`src/rtl/linebuffer_pkg.sv`:
```
// Shared types and widths for the scanline line-buffer sequencer.
package linebuffer_pkg;
    typedef enum logic [2:0] {
        ST_IDLE,
        ST_SWAP,
        ST_CLEAR,
        ST_RENDER,
        ST_DONE
    } lb_state_t;

    localparam int TILE_W       = 256;
    localparam int PIX_W        = 16;
    localparam int PIX_PER_TILE = 16;
    localparam int TILE_AW      = 6;
    localparam int PIX_AW       = 10;
    localparam int LINE_W       = 10;
    localparam int CNT_W        = 16;
endpackage

```
`src/rtl/lb_clear_gen.sv`:
```
// Walks the draw buffer tile addresses once, emitting the fill colour replicated per pixel.
module lb_clear_gen
    import linebuffer_pkg::*;
#(
    parameter int TILES = 64
) (
    input  logic               clk,
    input  logic               reset,
    input  logic               i_start,
    input  logic               i_abort,
    input  logic [PIX_W-1:0]   i_color,
    output logic               o_busy,
    output logic               o_done,
    output logic [TILE_AW-1:0] o_addr,
    output logic [TILE_W-1:0]  o_data
);
    localparam logic [TILE_AW-1:0] LAST = TILE_AW'(TILES - 1);

    logic               r_busy;
    logic [TILE_AW-1:0] r_addr;

    always_ff @(posedge clk) begin
        if (reset || i_abort) begin
            r_busy <= 1'b0;
            r_addr <= '0;
        end else if (i_start) begin
            r_busy <= 1'b1;
            r_addr <= '0;
        end else if (r_busy) begin
            if (r_addr == LAST) begin
                r_busy <= 1'b0;
                r_addr <= '0;
            end else begin
                r_addr <= r_addr + 1'b1;
            end
        end
    end

    assign o_busy = r_busy;
    assign o_done = r_busy && (r_addr == LAST);
    assign o_addr = r_addr;
    assign o_data = {PIX_PER_TILE{i_color}};
endmodule

```
`src/rtl/linebuffer_ctrl.sv`:
```
// Per-scanline sequencer: flips the buffer pair, clears the draw side, then hands the
// draw ports to the render engine and tracks completion and overruns.
module linebuffer_ctrl
    import linebuffer_pkg::*;
#(
    parameter int TILES = 64,
    parameter int LINES = 480
) (
    input  logic               clk,
    input  logic               reset,
    input  logic               line_start,
    input  logic [LINE_W-1:0]  line_num,
    input  logic [PIX_W-1:0]   bg_color,
    output logic               switch,
    output logic [TILE_AW-1:0] addr_tile_draw,
    output logic [TILE_W-1:0]  data_tile_draw,
    output logic               wren_tile_draw,
    output logic [PIX_AW-1:0]  addr_pixel_draw,
    output logic [PIX_W-1:0]   data_pixel_draw,
    output logic               wren_pixel_draw,
    input  logic [TILE_AW-1:0] eng_addr_tile,
    input  logic [TILE_W-1:0]  eng_data_tile,
    input  logic               eng_wren_tile,
    input  logic [PIX_AW-1:0]  eng_addr_pixel,
    input  logic [PIX_W-1:0]   eng_data_pixel,
    input  logic               eng_wren_pixel,
    output logic               draw_start,
    output logic [LINE_W-1:0]  draw_line,
    input  logic               draw_done,
    output logic               line_ready,
    output logic               overrun,
    output logic [CNT_W-1:0]   overrun_count
);
    lb_state_t          r_state;
    logic               r_swap_cnt;
    logic               r_switch;
    logic [PIX_W-1:0]   r_color;
    logic [LINE_W-1:0]  r_draw_line;
    logic               r_draw_start;
    logic               r_line_ready;
    logic               r_overrun;
    logic [CNT_W-1:0]   r_overrun_cnt;

    logic               w_done_ok;
    logic               w_overrun_evt;
    logic               w_clr_start;
    logic               w_clr_busy;
    logic               w_clr_done;
    logic [TILE_AW-1:0] w_clr_addr;
    logic [TILE_W-1:0]  w_clr_data;

    // draw_done on the draw_start cycle belongs to the previous line and is ignored
    assign w_done_ok     = draw_done && !r_draw_start;
    assign w_overrun_evt = line_start &&
                           ((r_state == ST_SWAP) || (r_state == ST_CLEAR) ||
                            ((r_state == ST_RENDER) && !w_done_ok));
    assign w_clr_start   = (r_state == ST_SWAP) && r_swap_cnt && !line_start;

    lb_clear_gen #(.TILES(TILES)) u_clear (
        .clk     (clk),
        .reset   (reset),
        .i_start (w_clr_start),
        .i_abort (line_start),
        .i_color (r_color),
        .o_busy  (w_clr_busy),
        .o_done  (w_clr_done),
        .o_addr  (w_clr_addr),
        .o_data  (w_clr_data)
    );

    always_ff @(posedge clk) begin
        if (reset) begin
            r_state       <= ST_IDLE;
            r_swap_cnt    <= 1'b0;
            r_switch      <= 1'b0;
            r_color       <= '0;
            r_draw_line   <= '0;
            r_draw_start  <= 1'b0;
            r_line_ready  <= 1'b0;
            r_overrun     <= 1'b0;
            r_overrun_cnt <= '0;
        end else if (line_start) begin
            r_state      <= ST_SWAP;
            r_swap_cnt   <= 1'b0;
            r_switch     <= ~r_switch;
            r_color      <= bg_color;
            r_draw_line  <= (line_num == LINE_W'(LINES - 1)) ? '0 : line_num + 1'b1;
            r_draw_start <= 1'b0;
            r_line_ready <= 1'b0;
            if (w_overrun_evt) begin
                r_overrun <= 1'b1;
                if (r_overrun_cnt != '1)
                    r_overrun_cnt <= r_overrun_cnt + 1'b1;
            end
        end else begin
            r_draw_start <= 1'b0;
            case (r_state)
                ST_SWAP: begin
                    r_swap_cnt <= 1'b1;
                    if (r_swap_cnt)
                        r_state <= ST_CLEAR;
                end
                ST_CLEAR: begin
                    if (w_clr_done) begin
                        r_state      <= ST_RENDER;
                        r_draw_start <= 1'b1;
                    end
                end
                ST_RENDER: begin
                    if (w_done_ok) begin
                        r_state      <= ST_DONE;
                        r_line_ready <= 1'b1;
                    end
                end
                default: ;
            endcase
        end
    end

    always_comb begin
        addr_tile_draw  = '0;
        data_tile_draw  = '0;
        wren_tile_draw  = 1'b0;
        addr_pixel_draw = '0;
        data_pixel_draw = '0;
        wren_pixel_draw = 1'b0;
        if (r_state == ST_CLEAR) begin
            addr_tile_draw = w_clr_addr;
            data_tile_draw = w_clr_data;
            wren_tile_draw = w_clr_busy;
        end else if (r_state == ST_RENDER) begin
            addr_tile_draw  = eng_addr_tile;
            data_tile_draw  = eng_data_tile;
            wren_tile_draw  = eng_wren_tile;
            addr_pixel_draw = eng_addr_pixel;
            data_pixel_draw = eng_data_pixel;
            wren_pixel_draw = eng_wren_pixel;
        end
    end

    assign switch        = r_switch;
    assign draw_start    = r_draw_start;
    assign draw_line     = r_draw_line;
    assign line_ready    = r_line_ready;
    assign overrun       = r_overrun;
    assign overrun_count = r_overrun_cnt;
endmodule

```
`config.mk`:
```
export PLATFORM = sky130hd
export DESIGN_NAME = linebuffer_ctrl
export DESIGN_NICKNAME = d
export VERILOG_FILES = /design/src/rtl/linebuffer_pkg.sv /design/src/rtl/lb_clear_gen.sv /design/src/rtl/linebuffer_ctrl.sv
export SDC_FILE = /design/constraint.sdc
export NUM_CORES = 1
export LEC_CHECK = 0
export CORE_AREA = 2 2 251 253
export DETAILED_ROUTE_END_ITERATION = 10
export DIE_AREA = 0 0 253 255
export PLACE_DENSITY = 0.44
export SLEW_MARGIN = 20
export SYNTH_ARGS = -nofsm -noshare
export SYNTH_HDL_FRONTEND = slang
export SYNTH_HIERARCHICAL = 1
export SYNTH_SLANG_ARGS = --single-unit
export TNS_END_PERCENT = 1
```
`constraint.sdc`:
```
create_clock -name clk -period 3.2 [get_ports clk]
set_input_delay 0.96 -clock clk [delete_from_list [all_inputs] [get_ports clk]]
set_output_delay 0.96 -clock clk [all_outputs]
set_load 0.02 [all_outputs]
```
==> impl_metrics.csv <==
group,metric,value,unit
run_status,status,"complete, but fails checks",
run_status,violations,"negative setup slack",
clock_tree,insertion_delay,0.32,ns
sta,tightest_slew,0.556,ns
power_and_ir_drop,p_leak,5.96,nW
global_route,grt_pass1_wl,63.1,mm
yosys,synth-edff-count,0,
power_and_ir_drop,internal-power,0.00185,W
yosys,synth_seq_area_share,16.0,%
floorplanning,core-area,62200,µm²
sta,period_share,102,%
clock_tree,cts_inserted_buffers,9,
sta,slew_headroom,62.7,%
cells_and_area,final_common_cell,"clkdlybuf4s50_1",
detailed_routing,first_iter_violations,461,
sta,slew_violations,0,
worst_setup_path,critical_path.startpoint_type,"register",
cells_and_area,area_growth,85.7,%
sta,setup_violations,36,
yosys,yosysWarnings,6,
power_and_ir_drop,ir_worst_vdd,0.204,mV
clock_tree,path_clk_slew,0.06,ns
cells_and_area,fin_nets,1602,
placement,place.gp.congestion,0.791,
yosys,synthTopCellsByArea,"a22o_1, buf_4, dfxtp_1",
detailed_routing,routed_via_density,3.94,
detailed_routing,via_count,8225,
clock_tree,clock-sinks,57,
floorplanning,rows,92,
sta,rsz0062_at_grt,"true",
yosys,netlist_area,7150,µm²
global_route,grt_overflow_total,0,
yosys,synth-async-reset-ratio,0,%
power_and_ir_drop,switching_share,27.4,%
power_and_ir_drop,seq_power_share,31.1,%
global_route,antenna_found_initial,22,
yosys,synth_cells,883,
power_and_ir_drop,combPwrFrac,30.0,%
clock_tree,h-tree-depth,3,
worst_setup_path,cp-startpoint,"r_state[2]",
detailed_routing,drtAntennaViolNets,0,
sta,finalHoldViolCount,0,
placement,hpwl,38.9,mm
clock_tree,cts_tree,"yes",
yosys,synthDistinctLibCells,42,
worst_setup_path,cp.required,2.24,ns
floorplanning,die_area,64500,µm²
global_route,grt_use_total,13.8,%
cells_and_area,layout-drive-gt1-share,12.5,%
floorplanning,die_x,253,µm
sta,whs,0.454,ns
power_and_ir_drop,power.switching,0.000700,W
flow_run,drv_cap,0,
cells_and_area,final_area,13300,µm²
placement,io_buffers,639,
sta,clock.fmax,0.305,GHz
detailed_routing,drc,0,
clock_tree,clockBufferDepth,2,
power_and_ir_drop,clkPwrFrac,38.9,%
clock_tree,root_buffer,"clkbuf_16",
floorplanning,pin_count,640,
sta,layout_setup_ws,-0.0776,ns
worst_hold_path,hp-start,"draw_line[5]",
worst_setup_path,crit_path_end_kind,"output port",
sta,fin_crit,3.28,ns
worst_setup_path,cp_max_fo,41,
detailed_routing,drt_pre_antenna_iters,4,
worst_setup_path,r2r-start,"r_state[2]",
yosys,synth-seq-cells,57,
clock_tree,hold_buffers,0,
global_route,grt_max_degree,42,
yosys,avgSynthCellArea,8.09,µm²
cells_and_area,final_cell_mix,"clkdlybuf4s50_1, a22o_1, dlygate4sd2_1",
floorplanning,die_h,255,µm
yosys,synth.top_cell.area_share,32.4,%
power_and_ir_drop,p_per_area,192,nW/µm²
yosys,syn-num-nets,1206,
worst_setup_path,crit_arrival,2.32,ns
cells_and_area,nFillCells,6863,
floorplanning,start_util,11.5,%
yosys,synth_top_area_cell,"a22o_1",
global_route,grt_pass1_vias,7940,
detailed_routing,wl_per_cell,23.4,µm
sta,skew,0.0102,ns
yosys,ys.flop_type,"dfxtp_1",
placement,place_area,13200,µm²
worst_hold_path,hp-class,"register to register",
detailed_routing,routed_wl,48.9,mm
worst_setup_path,crit_type,"register to output port",
==> cell families after synthesis <==
group / synth area share, %
and+or+nand+nor: 10.8
muxes: 2.89
AOI/OAI and AO/OA: 35.7
buffers and inverters: 31.4
adders and majority gates: 0.525
xor gates and xnor gates: 2.82
DFF: 16.0
==> power groups by stage <==
stage	registers (W)	clock network, W	logic [W]
finish	0.000793	0.000992	0.000766
global route	0.000801	0.00106	0.000809
CTS	0.000799	0.00103	0.000778
detailed placement	0.000814	0	0.000781
global placement	0.000813	0	0.000777
floorplan	0.000813	0	0.000351
==> worst paths after layout <==
check	endpoint	slack (ns)	cells past startpoint
hold / removal	draw_line[5]	0.45	2
setup reg to reg	overrun_count[11]	1.18	6
setup / recovery	data_tile_draw[129]	-0.08	6
hold reg to reg	draw_line[5]	0.45	2
==> synth_stat cells, drive strengths merged (3+ instances only) <==
cell type  instances
a211oi             9
a21oi              3
a22o             264
and2              28
and3               4
buf              275
clkbuf            51
dfxtp             57
ha                 3
inv                7
mux2i             18
nand2             17
nand2b             5
nand3             12
nand4              9
nor2              52
nor2b              5
nor3               7
o21a               3
o21ai             12
o21bai             3
or3                4
xnor2             11
xor2              12
==> cell type report <==
class / instances / area [µm²] / share of cell area, %
clock inverters: 4 / 51.3 / 0.387
multi-input cells: 493 / 3770 / 28.4
diodes: 6 / 15.0 / 0.113
inverters: 7 / 26.3 / 0.198
clock buffers: 12 / 256 / 1.93
flip-flops and latches: 57 / 1160 / 8.76
well taps: 799 / 1000 / 7.53
repair buffers: 711 / 6980 / 52.6
==> metrics by stage <==
stage	setup slack (ns)	utilization (%)	cells	total power (W)	setup TNS, ns
2_1_floorplan	0.629	-	883	0.00116	0
3_3_place_gp	-0.112	21.2	2065	0.00159	-0.337
3_5_place_dp	-0.0986	21.2	2065	0.00160	-0.272
4_1_cts	-0.199	21.3	2081	0.00260	-4.72
5_1_grt	-0.210	21.3	2089	0.00267	-6.40
6_report	-0.0776	21.3	2089	0.00255	-1.63
==> critical path, cell delays in order (launching register included) <==
cell	delay [ns]
dfxtp_1	0.33
nand2b_1	0.23
nor2_4	0.18
buf_12	0.21
buf_12	0.23
a22o_1	0.17
clkdlybuf4s50_1	0.60
==> registers in the layout, indices dropped and copies added (netlist names) <==
signal	cells
draw_line	10
draw_start	1
line_ready	1
overrun	1
overrun_count	16
r_color	16
r_state	3
r_swap_cnt	1
switch	1
u_clear/o_addr	6
u_clear/o_busy	1
==> layer usage <==
| metal | GRT usage [%] | up-vias | share of wire, % |
|---|---|---|---|
| met4 | 2.42 | 26 | 0.85 |
| met2 | 24.2 | 390 | 49 |
| met5 | 0 | - | 0.38 |
| li1 | - | 3792 | - |
| met3 | 4.45 | 43 | 8.5 |
| met1 | 16.7 | 3974 | 41 |
==> repair_timing <==
| action | in CTS | in global routing |
|---|---|---|
| endpoints found under the setup margin | 250 | 98 |
| resized for setup | 210 | 70 |
| buffers inserted | 0 | 2 |
| pin swaps | 1 | 1 |
| gates cloned | 0 | 0 |
No activity file was read; power rests on OpenSTA's default activity.
